--- src/rtl/game_tick_pkg.sv ---
// Shared types and default constants for the game tick scheduler.
//   cfg_state_e : config port FSM states (CFG_IDLE, CFG_WAIT)
//   DEF_*       : default sizing for the scheduler and its channels
package game_tick_pkg;

  localparam int DEF_NUM_CH   = 4;
  localparam int DEF_BASE_DIV = 50000;
  localparam int DEF_BASE_W   = 16;
  localparam int DEF_PER_W    = 12;

  typedef enum logic {
    CFG_IDLE = 1'b0,
    CFG_WAIT = 1'b1
  } cfg_state_e;

endpackage

--- src/rtl/tick_channel.sv ---
// One scheduler channel: period register, base-tick counter, tick strobe,
// pending/ack handshake and sticky overrun.
// Optional feature macro: TICK_SCHED_OVERRUN_EN (overrun detection).
// Ports:
//   clk, nRst     clock, async active-low reset
//   base_tick_i   shared base-tick strobe
//   en_i          channel enable; 0 holds the counter at 0 and suppresses tick
//   wr_i          apply a config write (period load + counter restart)
//   wr_period_i   period to load on wr_i
//   ack_i         consumer acknowledge, clears pending
//   ovr_clr_i     clears sticky overrun
//   tick_o        one-cycle channel strobe
//   pending_o     set by tick, cleared by ack
//   overrun_o     tick arrived while pending still set and not acked
module tick_channel
  import game_tick_pkg::*;
#(
  parameter int PER_W = DEF_PER_W
) (
  input  logic             clk,
  input  logic             nRst,
  input  logic             base_tick_i,
  input  logic             en_i,
  input  logic             wr_i,
  input  logic [PER_W-1:0] wr_period_i,
  input  logic             ack_i,
  input  logic             ovr_clr_i,
  output logic             tick_o,
  output logic             pending_o,
  output logic             overrun_o
);

  logic [PER_W-1:0] period_q, period_d;
  logic [PER_W-1:0] cnt_q, cnt_d;
  logic             tick_q, tick_d;
  logic             pend_q, pend_d;
  logic             fire;

  // The base tick that coincides with a config apply is not counted.
  assign fire = base_tick_i && en_i && !wr_i && (period_q != '0) &&
                (cnt_q == period_q - PER_W'(1));

  always_comb begin
    period_d = period_q;
    cnt_d    = cnt_q;
    if (wr_i) begin
      period_d = wr_period_i;
      cnt_d    = '0;
    end else if (!en_i || (period_q == '0)) begin
      cnt_d = '0;
    end else if (base_tick_i) begin
      cnt_d = fire ? '0 : cnt_q + PER_W'(1);
    end
    tick_d = fire;
    // A new tick keeps pending set even if acked in the same cycle.
    pend_d = pend_q;
    if (fire)       pend_d = 1'b1;
    else if (ack_i) pend_d = 1'b0;
  end

  always_ff @(posedge clk or negedge nRst) begin
    if (!nRst) begin
      period_q <= '0;
      cnt_q    <= '0;
      tick_q   <= 1'b0;
      pend_q   <= 1'b0;
    end else begin
      period_q <= period_d;
      cnt_q    <= cnt_d;
      tick_q   <= tick_d;
      pend_q   <= pend_d;
    end
  end

  assign tick_o    = tick_q;
  assign pending_o = pend_q;

`ifdef TICK_SCHED_OVERRUN_EN
  logic ovr_q, ovr_d;

  // Set has priority over clear.
  always_comb begin
    ovr_d = ovr_q;
    if (fire && pend_q && !ack_i) ovr_d = 1'b1;
    else if (ovr_clr_i)           ovr_d = 1'b0;
  end

  always_ff @(posedge clk or negedge nRst) begin
    if (!nRst) ovr_q <= 1'b0;
    else       ovr_q <= ovr_d;
  end

  assign overrun_o = ovr_q;
`else
  logic ovr_clr_unused;
  assign ovr_clr_unused = ovr_clr_i;
  assign overrun_o      = 1'b0;
`endif

endmodule

--- src/rtl/game_tick_scheduler.sv ---
// Shared timebase scheduler: one prescaler produces a base tick every
// BASE_DIV clocks; NUM_CH channels derive programmable-period ticks from it.
// A config port loads channel periods, applied on base-tick boundaries.
// Optional feature macro: TICK_SCHED_OVERRUN_EN (per-channel overrun flags).
// Ports:
//   clk, nRst               clock, async active-low reset
//   run                     global enable; 0 freezes the prescaler
//   ch_en[NUM_CH]           per-channel enable
//   cfg_we/cfg_ch/cfg_period config write request, target, new period
//   cfg_ready               config port idle (write accepted when high)
//   ack[NUM_CH]             clears pending
//   overrun_clr[NUM_CH]     clears sticky overrun
//   base_tick               one-cycle base strobe
//   tick/pending/overrun    per-channel strobe, handshake level, sticky flag
module game_tick_scheduler
  import game_tick_pkg::*;
#(
  parameter  int NUM_CH   = DEF_NUM_CH,
  parameter  int BASE_DIV = DEF_BASE_DIV,
  parameter  int BASE_W   = DEF_BASE_W,
  parameter  int PER_W    = DEF_PER_W,
  localparam int CH_W     = (NUM_CH > 1) ? $clog2(NUM_CH) : 1
) (
  input  logic              clk,
  input  logic              nRst,
  input  logic              run,
  input  logic [NUM_CH-1:0] ch_en,
  input  logic              cfg_we,
  input  logic [CH_W-1:0]   cfg_ch,
  input  logic [PER_W-1:0]  cfg_period,
  output logic              cfg_ready,
  input  logic [NUM_CH-1:0] ack,
  input  logic [NUM_CH-1:0] overrun_clr,
  output logic              base_tick,
  output logic [NUM_CH-1:0] tick,
  output logic [NUM_CH-1:0] pending,
  output logic [NUM_CH-1:0] overrun
);

  // Prescaler: holds its count while run=0.
  logic [BASE_W-1:0] presc_q, presc_d;
  logic              bt_q, bt_d;

  always_comb begin
    presc_d = presc_q;
    bt_d    = 1'b0;
    if (run) begin
      if (presc_q == BASE_W'(BASE_DIV - 1)) begin
        presc_d = '0;
        bt_d    = 1'b1;
      end else begin
        presc_d = presc_q + BASE_W'(1);
      end
    end
  end

  always_ff @(posedge clk or negedge nRst) begin
    if (!nRst) begin
      presc_q <= '0;
      bt_q    <= 1'b0;
    end else begin
      presc_q <= presc_d;
      bt_q    <= bt_d;
    end
  end

  assign base_tick = bt_q;

  // Config FSM: latch in IDLE, apply in WAIT on the next base tick (or at
  // once when stopped). Writes arriving during WAIT are dropped.
  cfg_state_e       state_q, state_d;
  logic [CH_W-1:0]  ch_q, ch_d;
  logic [PER_W-1:0] per_q, per_d;
  logic             apply;

  always_comb begin
    state_d   = state_q;
    ch_d      = ch_q;
    per_d     = per_q;
    apply     = 1'b0;
    cfg_ready = 1'b0;
    case (state_q)
      CFG_IDLE: begin
        cfg_ready = 1'b1;
        if (cfg_we) begin
          ch_d    = cfg_ch;
          per_d   = cfg_period;
          state_d = CFG_WAIT;
        end
      end
      CFG_WAIT: begin
        if (!run || bt_q) begin
          apply   = 1'b1;
          state_d = CFG_IDLE;
        end
      end
      default: state_d = CFG_IDLE;
    endcase
  end

  always_ff @(posedge clk or negedge nRst) begin
    if (!nRst) begin
      state_q <= CFG_IDLE;
      ch_q    <= '0;
      per_q   <= '0;
    end else begin
      state_q <= state_d;
      ch_q    <= ch_d;
      per_q   <= per_d;
    end
  end

  // An out-of-range cfg_ch matches no channel, so the write is a no-op.
  for (genvar i = 0; i < NUM_CH; i++) begin : g_ch
    logic wr;
    assign wr = apply && (32'(ch_q) == i);

    tick_channel #(.PER_W(PER_W)) u_ch (
      .clk        (clk),
      .nRst       (nRst),
      .base_tick_i(bt_q),
      .en_i       (ch_en[i]),
      .wr_i       (wr),
      .wr_period_i(per_q),
      .ack_i      (ack[i]),
      .ovr_clr_i  (overrun_clr[i]),
      .tick_o     (tick[i]),
      .pending_o  (pending[i]),
      .overrun_o  (overrun[i])
    );
  end

endmodule

--- config.mk ---
export PLATFORM = sky130hd
export DESIGN_NAME = game_tick_scheduler
export DESIGN_NICKNAME = d
export VERILOG_FILES = /design/src/rtl/game_tick_pkg.sv /design/src/rtl/tick_channel.sv /design/src/rtl/game_tick_scheduler.sv
export SDC_FILE = /design/constraint.sdc
export NUM_CORES = 1
export LEC_CHECK = 0
export ABC_AREA = 1
export CORE_MARGIN = 4
export CORE_UTILIZATION = 47
export CTS_CLUSTER_SIZE = 40
export DETAILED_ROUTE_END_ITERATION = 12
export PLACE_DENSITY = 0.76
export SLEW_MARGIN = 20
export SYNTH_ARGS = -nofsm -noshare
export SYNTH_HDL_FRONTEND = slang
export SYNTH_SLANG_ARGS = --single-unit
--- constraint.sdc ---
create_clock -name clk -period 2.8 [get_ports clk]
set_clock_uncertainty 0.2 [all_clocks]
set_input_delay 0.56 -clock clk [delete_from_list [all_inputs] [get_ports clk]]
set_output_delay 0.56 -clock clk [all_outputs]
set_load 0.01 [all_outputs]
==> results of run 1 <==
## cell usage after synthesis, types with 2 or more instances
| cell | instances |
|---|---|
| sky130_fd_sc_hd__nor4_1 | 4 |
| sky130_fd_sc_hd__nor3_2 | 5 |
| sky130_fd_sc_hd__a211oi_1 | 2 |
| sky130_fd_sc_hd__nand3b_1 | 10 |
| sky130_fd_sc_hd__clkbuf_2 | 2 |
| sky130_fd_sc_hd__inv_2 | 5 |
| sky130_fd_sc_hd__nand4_1 | 13 |
| sky130_fd_sc_hd__o21ai_0 | 68 |
| sky130_fd_sc_hd__nand3_1 | 63 |
| sky130_fd_sc_hd__nand3_2 | 4 |
| sky130_fd_sc_hd__nand2_1 | 432 |
| sky130_fd_sc_hd__buf_4 | 14 |
| sky130_fd_sc_hd__inv_1 | 158 |
| sky130_fd_sc_hd__clkbuf_1 | 10 |
| sky130_fd_sc_hd__nor2_2 | 13 |
| sky130_fd_sc_hd__buf_6 | 4 |
| sky130_fd_sc_hd__nand2_2 | 21 |
| sky130_fd_sc_hd__or2_2 | 3 |
| sky130_fd_sc_hd__and3_1 | 2 |
| sky130_fd_sc_hd__nand3_4 | 2 |
| sky130_fd_sc_hd__buf_2 | 7 |
| sky130_fd_sc_hd__nor2_4 | 8 |
| sky130_fd_sc_hd__or2_1 | 2 |
| sky130_fd_sc_hd__xor2_1 | 24 |
| sky130_fd_sc_hd__dfrtp_1 | 136 |
| sky130_fd_sc_hd__nor3b_1 | 5 |
| sky130_fd_sc_hd__o21ai_1 | 5 |
| sky130_fd_sc_hd__nand2_4 | 2 |
| sky130_fd_sc_hd__a21oi_1 | 32 |
| sky130_fd_sc_hd__nor3_1 | 22 |
| sky130_fd_sc_hd__o21bai_1 | 15 |
| sky130_fd_sc_hd__nor2_1 | 136 |
| sky130_fd_sc_hd__xnor2_1 | 27 |
| sky130_fd_sc_hd__ha_1 | 13 |
## state kept, by name (all words and copies together), names as in the netlist
| register | count |
|---|---|
| state_q | 1 |
| g_ch.u_ch.tick_o | 4 |
| ch_q | 2 |
| g_ch.u_ch.cnt_q | 48 |
| presc_q | 16 |
| g_ch.u_ch.pending_o | 4 |
| base_tick | 1 |
| per_q | 12 |
| g_ch.u_ch.period_q | 48 |
## cells by family after synthesis
kind of cell,Yosys count
AOI/OAI and AO/OA,130
xor gates and xnor gates,51
adders and majority gates,13
buffers and inverters,201
DFF,136
muxes,1
other,1
and+or+nand+nor,750
## critical path, delay by kind of cell, from the launching register on
family   cells  cell delay (ns)
buf+inv      2             0.75
flops        1             0.49
## power by group
part	leakage, uW	switching [uW]	total, uW	internal (uW)
sequential	0.00173	570	3000	2430
combinational	0.00298	1930	3090	1160
clock	0.000292	908	2360	1450
## stage by stage
step           area, sq um  setup WS [ns]  hold slack [ns]
2_1_floorplan         8930          0.860           0.0644
3_3_place_gp          9480         0.0868            0.267
3_5_place_dp          9480         0.0617            0.279
4_1_cts              10100          0.387            0.296
5_1_grt              10100         0.0937            0.320
6_report             10100          0.370            0.297
## area by class of cell
class                   instances  area share (%)
flip-flops and latches        136            33.7
clock inverters                13            1.67
multi-input cells             949            46.3
repair buffers                 50            4.87
inverters                     164            6.09
well taps                     234            2.90
clock buffers                  19            4.48
## how the worst max path moves through the flow
stage,startpoint,depth (start not counted),slack [ns],end
final,state_q,2,0.37,cfg_ready
after CTS,state_q,2,0.39,cfg_ready
after detailed placement,run,9,0.06,g_ch[1].u_ch.pending_o
after global placement,run,9,0.09,g_ch[1].u_ch.pending_o
after global routing,g_ch[0].u_ch.period_q[0],13,0.09,g_ch[0].u_ch.cnt_q[11]
after floorplan,g_ch[3].u_ch.period_q[0],12,0.86,g_ch[3].u_ch.cnt_q[4]
## per-layer routing
metal | up-vias | wire (microns)
met2 | 174 | 9470
met1 | 3633 | 9400
met3 | 30 | 1030
met5 | - | 0
met4 | 0 | 304
li1 | 4054 | -
## layout by cell type (no fill, tap or decap), drive strengths merged, types with 3 or more instances in the layout
master and n:
buf 15, o21ai 74, inv 165, bufinv 3, nand2 455, nor2 157, xnor2 27, dfrtp 136
nor4 4, clkdlybuf4s50 34, clkinvlp 4, a21oi 34, nor3b 5, nand3b 10, conb 4, nor3 28
nand4 15, clkbuf 19, or2 5, o21bai 15, clkinv 5, ha 13, nand3 69, xor2 24
## repair_timing
action | in CTS | in global routing
endpoints found under the hold margin | 44 | 0
endpoints found under the setup margin | 0 | 0
hold buffers | 1 | 0
==> reports/results.tsv, run 1 <==
stage	metric	value	unit
clocking	maximum_level_of_the_cts_h_tree	4	
clocking	path_clk_slew	0.06	ns
detailed_routing	wl_per_cell	12.9	microns
grt	grt_start_max_net_pins	54	
critical_path	crit_chain	inv_1 > clkdlybuf4s50_1	
final_layout	ratio_of_cells_with_drive_above_1_in_the_final_layout	8.87	%
sta	totalNegativeSetupSlack	0	ns
floorplan	io_pins	44	
min_path	worstHoldPathCells	2	
min_path	worst_hold_path_type	reg -> reg	
placed_design	place_inst	1532	
grt	antenna_violations_before_repair	0	
synth	synth-async-reset-ratio	100	%
clocking	cts.sink_count	136	
critical_path	regToRegStartpoint	g_ch[2].u_ch.period_q[0]	
clocking	cts_inserted_buffers	17	
critical_path	crit_path_start_kind	flop	
clocking	cell_chosen_for_the_clock_root	sky130_fd_sc_hd__clkbuf_16	
final_layout	nets	1361	
critical_path	r2r_cells	13	
final_layout	instances_no_fill	1565	
sta	worst-slew-pin-transition	0.868	ns
sta	setup_viol_count_final	0	
synth	netlist.area_leader.share	38.1	%
grt	global_route.usage.met1	25.0	%
detailed_routing	drt_wl_total	20200	microns
synth	synthSimpleGateAreaFrac	37.2	%
synth	synth_compound_gate_area_share	8.13	%
critical_path	required	2.04	ns
synth	yosys_register_bits	136	
grt	grt_overflow_total	0	
clocking	post_cts.repair.setup_buffers	0	
placed_design	place.detailed.hpwl	14400	microns
synth	post_synth_xor_area_fraction	5.01	%
sta	rsz0062_at_grt	no	
floorplan	core_area	18700	sq um
synth	ys_types	48	
clocking	clock_tree_from_tritoncts	built	
synth	ys.flop_type	sky130_fd_sc_hd__dfrtp_1	
min_path	timing.hold.worst_endpoint	g_ch[1].u_ch.period_q[2]	
final_layout	ff_latch_area	3400	sq um
sta	maxClockFrequency	412	MHz
power	p_total	8450	uW
floorplan	fp.dieH	146	microns
grt	first_global_vias	7549	
sta	post-route-min-period	2.43	ns
critical_path	r2r_end	g_ch[2].u_ch.cnt_q[8]	
power	power.density_cell_area	836	nW/um^2
run_status	run_status	finished, final reports clean	
final_layout	antennaDiodeCount	0	
grt	first_pass_grt_wire_length	34500	microns
placed_design	buffer_ports.inserted	35	
grt	gr-max-usage-layer	met2	
critical_path	timing.critical_path.fanout_max	5	
min_path	worstHoldStart	per_q[2]	
synth	synth_seq_area_share	38.1	%
placed_design	place_congestion	0.915	
detailed_routing	drc	0	
final_layout	final_util	54.0	%
power	vdd_drop_max	0.509	mV
synth	synth_area_leaders	sky130_fd_sc_hd__dfrtp_1, sky130_fd_sc_hd__nand2_1, sky130_fd_sc_hd__inv_1	
detailed_routing	drt_iter0_drc	501	
synth	post_synth.cell_area_avg	6.95	sq um
detailed_routing	vias_per_cell	5.04	
critical_path	max_stage_delay	0.56	ns
final_layout	multi_input_comb_area	4680	sq um
detailed_routing	routed-via-count	7891	
power	total_leakage_power	0.00500	uW
floorplan	placement_rows	50	
clocking	worstSkewPairLatency	0.43	ns
final_layout	final.fill_count	1720	
grt	grtUsageMet3	5.01	%
grt	grt.met2_usage	32.0	%
synth	synthesis.instances	1283	
synth	synth_top_area_cell	sky130_fd_sc_hd__dfrtp_1	
sta	finalHoldViolCount	0	
synth	synthMuxAreaShare	0.126	%
floorplan	chip_width	146	microns
critical_path	critical_path.endpoint_type	output pin	
synth	mappedNetlistArea	8920	sq um
critical_path	r2r_slack	0.45	ns
floorplan	start_util	47.7	%
critical_path	cp.arrival	1.67	ns
clocking	cts_max_path_buffers	2	
sta	final_min_period_over_clock_period	86.8	%
clocking	cts-resized-gates	0	
floorplan	fp.dieArea	21300	sq um
detailed_routing	ant_nets	0	
critical_path	critical_path_class	reg -> out	
sta	slew_violations	0	
detailed_routing	detailedRoute.firstPassIterationCount	5	
sta	relSlewSlack	41.9	%
critical_path	critical-path-slowest-cell	sky130_fd_sc_hd__clkdlybuf4s50_1	
grt	total_routing_resource_utilization_after_global_routing	19.3	%
final_layout	layout_area_overhead	13.3	%
synth	main_combinational_cell_family_by_area_after_synthesis	simple AND/OR/NAND/NOR gates	
run	maxCapViolations	0	
synth	synth_edf_count	0	
synth	post_synth_fa_ha_maj_area_fraction	1.82	%
synth	synth-warning-count	0	
No activity file was read; power rests on OpenSTA's default activity.
==> run 2: changes to the inputs <==
Settings changed: CTS_CLUSTER_SIZE 40 to default.
==> results of run 2 <==
No change in the layout: final DEF, timing and power equal those of run 1.
==> run 3: changes to the inputs <==
Settings changed: ABC_CLOCK_PERIOD_IN_PS from default to 2800.
==> results of run 3 <==
No change in the layout: final DEF, timing and power equal those of run 1.
